--- config.mk ---
export PLATFORM = sky130hd
export DESIGN_NAME = array_match
export DESIGN_NICKNAME = d
export VERILOG_FILES = /design/src/rtl/array_match_pkg.sv /design/src/rtl/array_match_cmp.sv /design/src/rtl/array_match.sv
export SDC_FILE = /design/constraint.sdc
export NUM_CORES = 1
export LEC_CHECK = 0
export ABC_AREA = 1
export CAP_MARGIN = 30
export CORE_AREA = 3 3 56 58
export DETAILED_ROUTE_END_ITERATION = 8
export DIE_AREA = 0 0 59 61
export PLACE_DENSITY = 0.87
export SETUP_SLACK_MARGIN = 0.2
export SYNTH_ARGS = -nofsm -noshare
export SYNTH_HDL_FRONTEND = slang
export SYNTH_SLANG_ARGS = --single-unit
--- constraint.sdc ---
create_clock -name clk -period 0.8 [get_ports clk]
set_input_delay 0.08 -clock clk [delete_from_list [all_inputs] [get_ports clk]]
set_output_delay 0.08 -clock clk [all_outputs]
set_load 0.02 [all_outputs]
--- src/rtl/array_match_pkg.sv ---
// Shared types and width helpers for the array_match equality matcher.
package array_match_pkg;

    // Comparator structure choices; all produce identical masks.
    typedef enum logic [1:0] {
        IMPL_LOOP   = 2'd0,
        IMPL_GEN    = 2'd1,
        IMPL_MATRIX = 2'd2
    } impl_e;

    // Index width that never collapses to zero bits (SIZE = 1 still needs a port bit).
    function automatic int clog2_min1(input int n);
        int w;
        w = $clog2(n);
        return (w < 1) ? 1 : w;
    endfunction

    // Width able to hold a population count from 0 up to and including n.
    function automatic int count_width(input int n);
        return $clog2(n + 1);
    endfunction

endpackage

--- src/rtl/array_match_cmp.sv ---
// Combinational per-element equality compare; produces only the hit mask.
module array_match_cmp
    import array_match_pkg::*;
#(
    parameter int WIDTH = 4,
    parameter int SIZE  = 8,
    parameter int IMPL  = 1
) (
    input  logic [SIZE-1:0][WIDTH-1:0] in,
    input  logic [WIDTH-1:0]           match_value,
    output logic [SIZE-1:0]            mask_c
);

    if (IMPL == int'(IMPL_LOOP)) begin : g_loop
        // Plain procedural full-width equality per element.
        always_comb begin
            mask_c = '0;
            for (int j = 0; j < SIZE; j++) begin
                mask_c[j] = (in[j] == match_value);
            end
        end
    end else if (IMPL == int'(IMPL_GEN)) begin : g_gen
        // One XNOR row per element, AND-reduced to a single hit bit.
        for (genvar j = 0; j < SIZE; j++) begin : g_elem
            assign mask_c[j] = &(in[j] ~^ match_value);
        end
    end else if (IMPL == int'(IMPL_MATRIX)) begin : g_matrix
        // Full mismatch matrix first, then OR-reduce each row; no mismatch means hit.
        logic [SIZE-1:0][WIDTH-1:0] diff;
        for (genvar j = 0; j < SIZE; j++) begin : g_row
            assign diff[j]   = in[j] ^ match_value;
            assign mask_c[j] = ~|diff[j];
        end
    end else begin : g_bad
        $fatal(1, "array_match_cmp: IMPL must be 0, 1 or 2");
    end

endmodule

--- src/rtl/array_match.sv ---
// Parallel equality matcher: registered hit mask, any-hit, hit count and
// lowest hit index, one clock of latency.
// There is no valid/ready handshake and no enable: in and match_value are
// sampled on every rising clk and the result appears right after that edge.
module array_match
    import array_match_pkg::*;
#(
    parameter int WIDTH = 4,
    parameter int SIZE  = 8,
    parameter int IMPL  = 1
) (
    input  logic                            clk,
    input  logic                            rst,
    input  logic [SIZE-1:0][WIDTH-1:0]      in,
    input  logic [WIDTH-1:0]                match_value,
    output logic [SIZE-1:0]                 output_mask,
    output logic                            match_any,
    output logic [$clog2(SIZE+1)-1:0]       match_count,
    output logic [clog2_min1(SIZE)-1:0]     first_idx
);

    localparam int CW = count_width(SIZE);
    localparam int IW = clog2_min1(SIZE);

    logic [SIZE-1:0] mask_c;
    logic            any_c;
    logic [CW-1:0]   count_c;
    logic [IW-1:0]   first_c;

    array_match_cmp #(
        .WIDTH (WIDTH),
        .SIZE  (SIZE),
        .IMPL  (IMPL)
    ) u_cmp (
        .in          (in),
        .match_value (match_value),
        .mask_c      (mask_c)
    );

    // Summary of the mask: any-hit, population count, lowest set index.
    always_comb begin
        any_c   = |mask_c;
        count_c = '0;
        first_c = '0;
        for (int j = 0; j < SIZE; j++) begin
            count_c = count_c + CW'(mask_c[j]);
        end
        // Scan downward so the lowest hit is the last one written.
        for (int j = SIZE - 1; j >= 0; j--) begin
            if (mask_c[j]) begin
                first_c = IW'(j);
            end
        end
    end

    // Output register; reset clears immediately and drops any pending result.
    always_ff @(posedge clk or posedge rst) begin
        if (rst) begin
            output_mask <= '0;
            match_any   <= 1'b0;
            match_count <= '0;
            first_idx   <= '0;
        end else begin
            output_mask <= mask_c;
            match_any   <= any_c;
            match_count <= count_c;
            first_idx   <= first_c;
        end
    end

endmodule

==> results.ini, run 1 <==
[outcome]
status=aborted with a tool error
stop_stage=5_1_grt
error=[ERROR DPL-0038] Utilization greater than 100%, impossible to legalize

[logic_synthesis]
synth_ff_type=dfrtp_1
synth_top_family_by_area=simple AND/OR/NAND/NOR gates
syn-num-nets=181
ys_ff_latch=16
ys_top_cells_by_count=nand2_1, inv_1, xnor2_1
yosysMostFrequentCell=nand2_1
syn_area_per_cell_um2=8.66
synth_top_area_cell=dfrtp_1
ys.warnings.count=0
synthCells=135
synth.mux.area_fraction_pct=0
ys_types=24
synth_adder_area_share_pct=11.1
async_reset_ff_share_pct=100
synth_edf_count=0
synth_top_area_share_pct=34.3
synth_xor_area_share_pct=18.6
syn-cell-area_um2=1170
synth_compound_gate_area_share_pct=2.68
synth-simple-area-share_pct=20.9
ys_top_cells_by_area=dfrtp_1, xnor2_1, nand2_1
synth-seq-area-share_pct=34.3

[cts]
root_buffer=clkbuf_4
htree_levels=1
cts_buffers=3
clock_sinks=16
clock_path_buffers=2
cts_hold_buf=0

[floorplanning]
row_count=19
initial_core_util_pct=43.1
ios=54
die-height_um=61
die_w_um=59

[place]
dp_hpwl_um=2560
io_buffers=53
dp_slack_ns=-2.75
place_congestion=0.825

[timing]
grt-worst-endpoint=match_count[1]$_DFF_PP0_/D
worstEpCategory=register input

[global_routing]
grt_max_degree=17

[cell families after synthesis]
logic type	Yosys count
flip-flops	16
XOR/XNOR	24
adder cells (fa/ha/maj)	8
AO/OA/AOI/OAI	4
AND/OR/NAND/NOR	53
buffers and inverters	30
[per-stage QoR]
stage	setup TNS, ns	instances	instance area (um2)	util [%]	hold WS (ns)
after floorplan	-8.34	135	1270	-	-0.00626
after global placement	-22.17	235	1920	71.0	0.400
after detailed placement	-22.95	235	1920	71.0	0.408
after CTS	-16.60	286	2590	95.4	0.105
[repair_timing]
item / in CTS
hold endpoints to repair: 0
setup endpoints to repair: 32
buffers inserted: 47
resized for setup: 260
pin swaps: 36
==> run 2, diff against run 1 <==
CORE_AREA = 3 3 64 66   (was 3 3 56 58)
DIE_AREA = 0 0 67 69   (was 0 0 59 61)
PLACE_DENSITY = unset   (was 0.87)
PLACE_DENSITY_LB_ADDON = 0.15   (was unset)
SETUP_SLACK_MARGIN = unset   (was 0.2)
==> run 2 against run 1 <==
Net effect: the flow now finishes, with violations (setup timing); synthesized cell count did not move; area after synthesis did not move.
==> results.ini, run 2 <==
[layout]
largest_reg_flops=8
fin_area_um2=2480
fin_nets=292
register_area_um2=400
multi_input_area_um2=823
reg_top3=output_mask: 8 flops, match_count: 4 flops, first_idx: 3 flops
areaGrowthSynthToFinish_pct=113
layout-drive-gt1-share_pct=57.0
final_util_pct=68.4
fill_cells=296
largest-register=output_mask
layout_common_cells=buf_6, buf_4, nand2_1
n_antenna_cell=0
fin_cells=292
final_common_cell=buf_6

[global_routing]
busiest_layer=met2
grt-ovfl-total=0
track_usage_pct=15.9
use_met1_pct=17.0
use_met2_pct=29.9
first_global_vias=1247
antenna_found_initial=0
grt_max_degree=17
use_met3_pct=2.77
grt_first_pass_wirelength_um=5640

[place]
dp_hpwl_um=2470  ; -3.5%
dp_cells=252  ; +7.2%
place_area_um2=1910  ; -0.85%
place_congestion=0.796  ; -3.5%
io_buffers=53  ; unchanged

[logic_synthesis]
async_reset_ff_share_pct=100  ; unchanged
ys_top_cells_by_area=dfrtp_1, xnor2_1, nand2_1
synth_edf_count=0  ; unchanged
syn-cell-area_um2=1170  ; unchanged
ys_top_cells_by_count=nand2_1, inv_1, xnor2_1
ys.warnings.count=0  ; unchanged
ys_types=24  ; unchanged
synth-seq-area-share_pct=34.3  ; unchanged
syn_area_per_cell_um2=8.66  ; unchanged
syn-num-nets=181  ; unchanged
yosysMostFrequentCell=nand2_1
ys_ff_latch=16  ; unchanged
synth_top_area_cell=dfrtp_1
synth_ff_type=dfrtp_1
synth_top_area_share_pct=34.3  ; unchanged
synthCells=135  ; unchanged

[worst_setup_path]
path_cells=clkdlybuf4s15_1 -> xnor2_1 -> nand4_1 -> inv_2 -> fa_1 -> inv_2 -> fa_1 -> inv_2 -> fa_2 -> ha_4 -> inv_2 -> fa_1 -> inv_1
crit_path_max_incr_delay_ns=0.54
crit_family=adder cells
worstPathArrival_ns=2.90
cp_max_fo=2
crit_path_frequent_cell=inv_2
crit_path_top_delay_cell=fa_2
critPathKind=in2reg
path_buf_inv=6
cp-start-kind=primary input
worst_setup_path_end_kind=flop
cp.required_ns=0.94

[detailed_routing]
drt.antenna.violating_nets=0
first_pass_iters=6
drt_iter0_markers=27
via_per_inst=4.26
routed_wl_um=3610
drc=0
wl_per_cell_um=12.3
via_count=1243

[timing]
clock.fmax_mhz=362
fin_tns_setup_ns=-15.17
worst_slew_pin_slew_ns=0.225
finalMaxSlewViolations=0
setup_ws_ns=-1.96
setup_viol=27
rsz0062_at_grt=true
post-route-min-period_ns=2.76
relSlewSlack_pct=84.9
hold_violations=0
period_share_pct=346

[cts]
cts_buffers=3  ; unchanged
htree_levels=1  ; unchanged
clock_sinks=16  ; unchanged
cts_hold_buf=0  ; unchanged
cts_tree=built
path_clk_slew_ns=0.06
clock_path_buffers=2  ; unchanged
root_buffer=clkbuf_8

[floorplanning]
core_area_um2=3630
fp.dieArea_um2=4620
ios=54  ; unchanged
die_w_um=67  ; +14%
die-height_um=69  ; +13%
row_count=22  ; +3
initial_core_util_pct=32.2  ; -11 points

[power_and_ir_drop]
vdd_drop_max_v=0.000542
p_leak_nw=1.30
combPwrFrac_pct=47.4
p_seq_share_pct=32.7
p_int_mw=1.99
power_density_nw_per_um2=1150
p_switching_mw=0.863
p_clk_share_pct=19.9
p_sw_share_pct=30.2

[worst_hold_path]
hp-class=in2async

[job]
maxCapViolations=0

[outcome]
status=finished, violations left
failed_checks=setup timing

==> run 2: logic make-up after synthesis <==
family / synth area share [%]
buffers and inverters: 12.4
AOI/OAI and AO/OA: 2.68
xor gates and xnor gates: 18.6
adders and majority gates: 11.1
DFF: 34.3
and+or+nand+nor: 20.9
==> run 2: power groups by stage <==
| stage | Sequential, mW | Clock (mW) | Combinational (mW) |
|---|---|---|---|
| 6_report | 0.933 | 0.569 | 1.35 |
| 5_1_grt | 0.942 | 0.629 | 1.46 |
| 4_1_cts | 0.935 | 0.579 | 1.28 |
| 3_5_place_dp | 0.932 | 0 | 1.03 |
| 3_3_place_gp | 0.926 | 0 | 1.02 |
| 2_1_floorplan | 1.04 | 0 | 0.429 |
==> run 2: final cells by class <==
cell class	instances	area share (%)
Multi-Input combinational cell	89	33.1
Sequential cell	16	16.1
Tap cell	48	2.42
Inverter	26	4.13
Clock buffer	3	1.66
Timing Repair Buffer	110	42.5
==> run 2: worst max path at each step <==
stage	depth (start not counted)	slack (ns)	endpoint	start
2_1_floorplan	14	-2.07	match_count[2]	match_value[1]
3_3_place_gp	14	-2.64	match_count[2]	match_value[1]
3_5_place_dp	14	-2.73	match_count[1]	match_value[1]
4_1_cts	15	-2.10	match_count[1]	match_value[1]
5_1_grt	13	-2.08	match_count[1]	in[12]
6_report	13	-1.96	match_count[1]	in[12]
==> run 2: routing by layer <==
layer / wire length, um / part of all wire, %
met1: 1250 / 35
met2: 2080 / 58
met3: 204 / 5.7
met4: 69 / 1.9
met5: 0 / 0
==> run 2: tightest hold or removal path, stage by stage <==
cell,delay (ns)
clkdlybuf4s50_1,0.40
inv_1,0.09
buf_12,0.15
==> run 2: timing repair <==
action | in CTS | in global routing
resized for setup | 227 | 30
endpoints found under the setup margin | 32 | 29
buffers inserted | 33 | 8
pin swaps | 41 | 22
==> run 2: through the flow <==
step | setup slack [ns] | hold slack (ns) | power [mW]
final | -1.96 | 0.148 | 2.86
after global routing | -2.08 | 0.177 | 3.03
after CTS | -2.10 | 0.155 | 2.80
after detailed placement | -2.73 | 0.408 | 1.96
after global placement | -2.64 | 0.405 | 1.95
after floorplan | -2.07 | -0.00626 | 1.47
(Power assumes the default switching activity.)
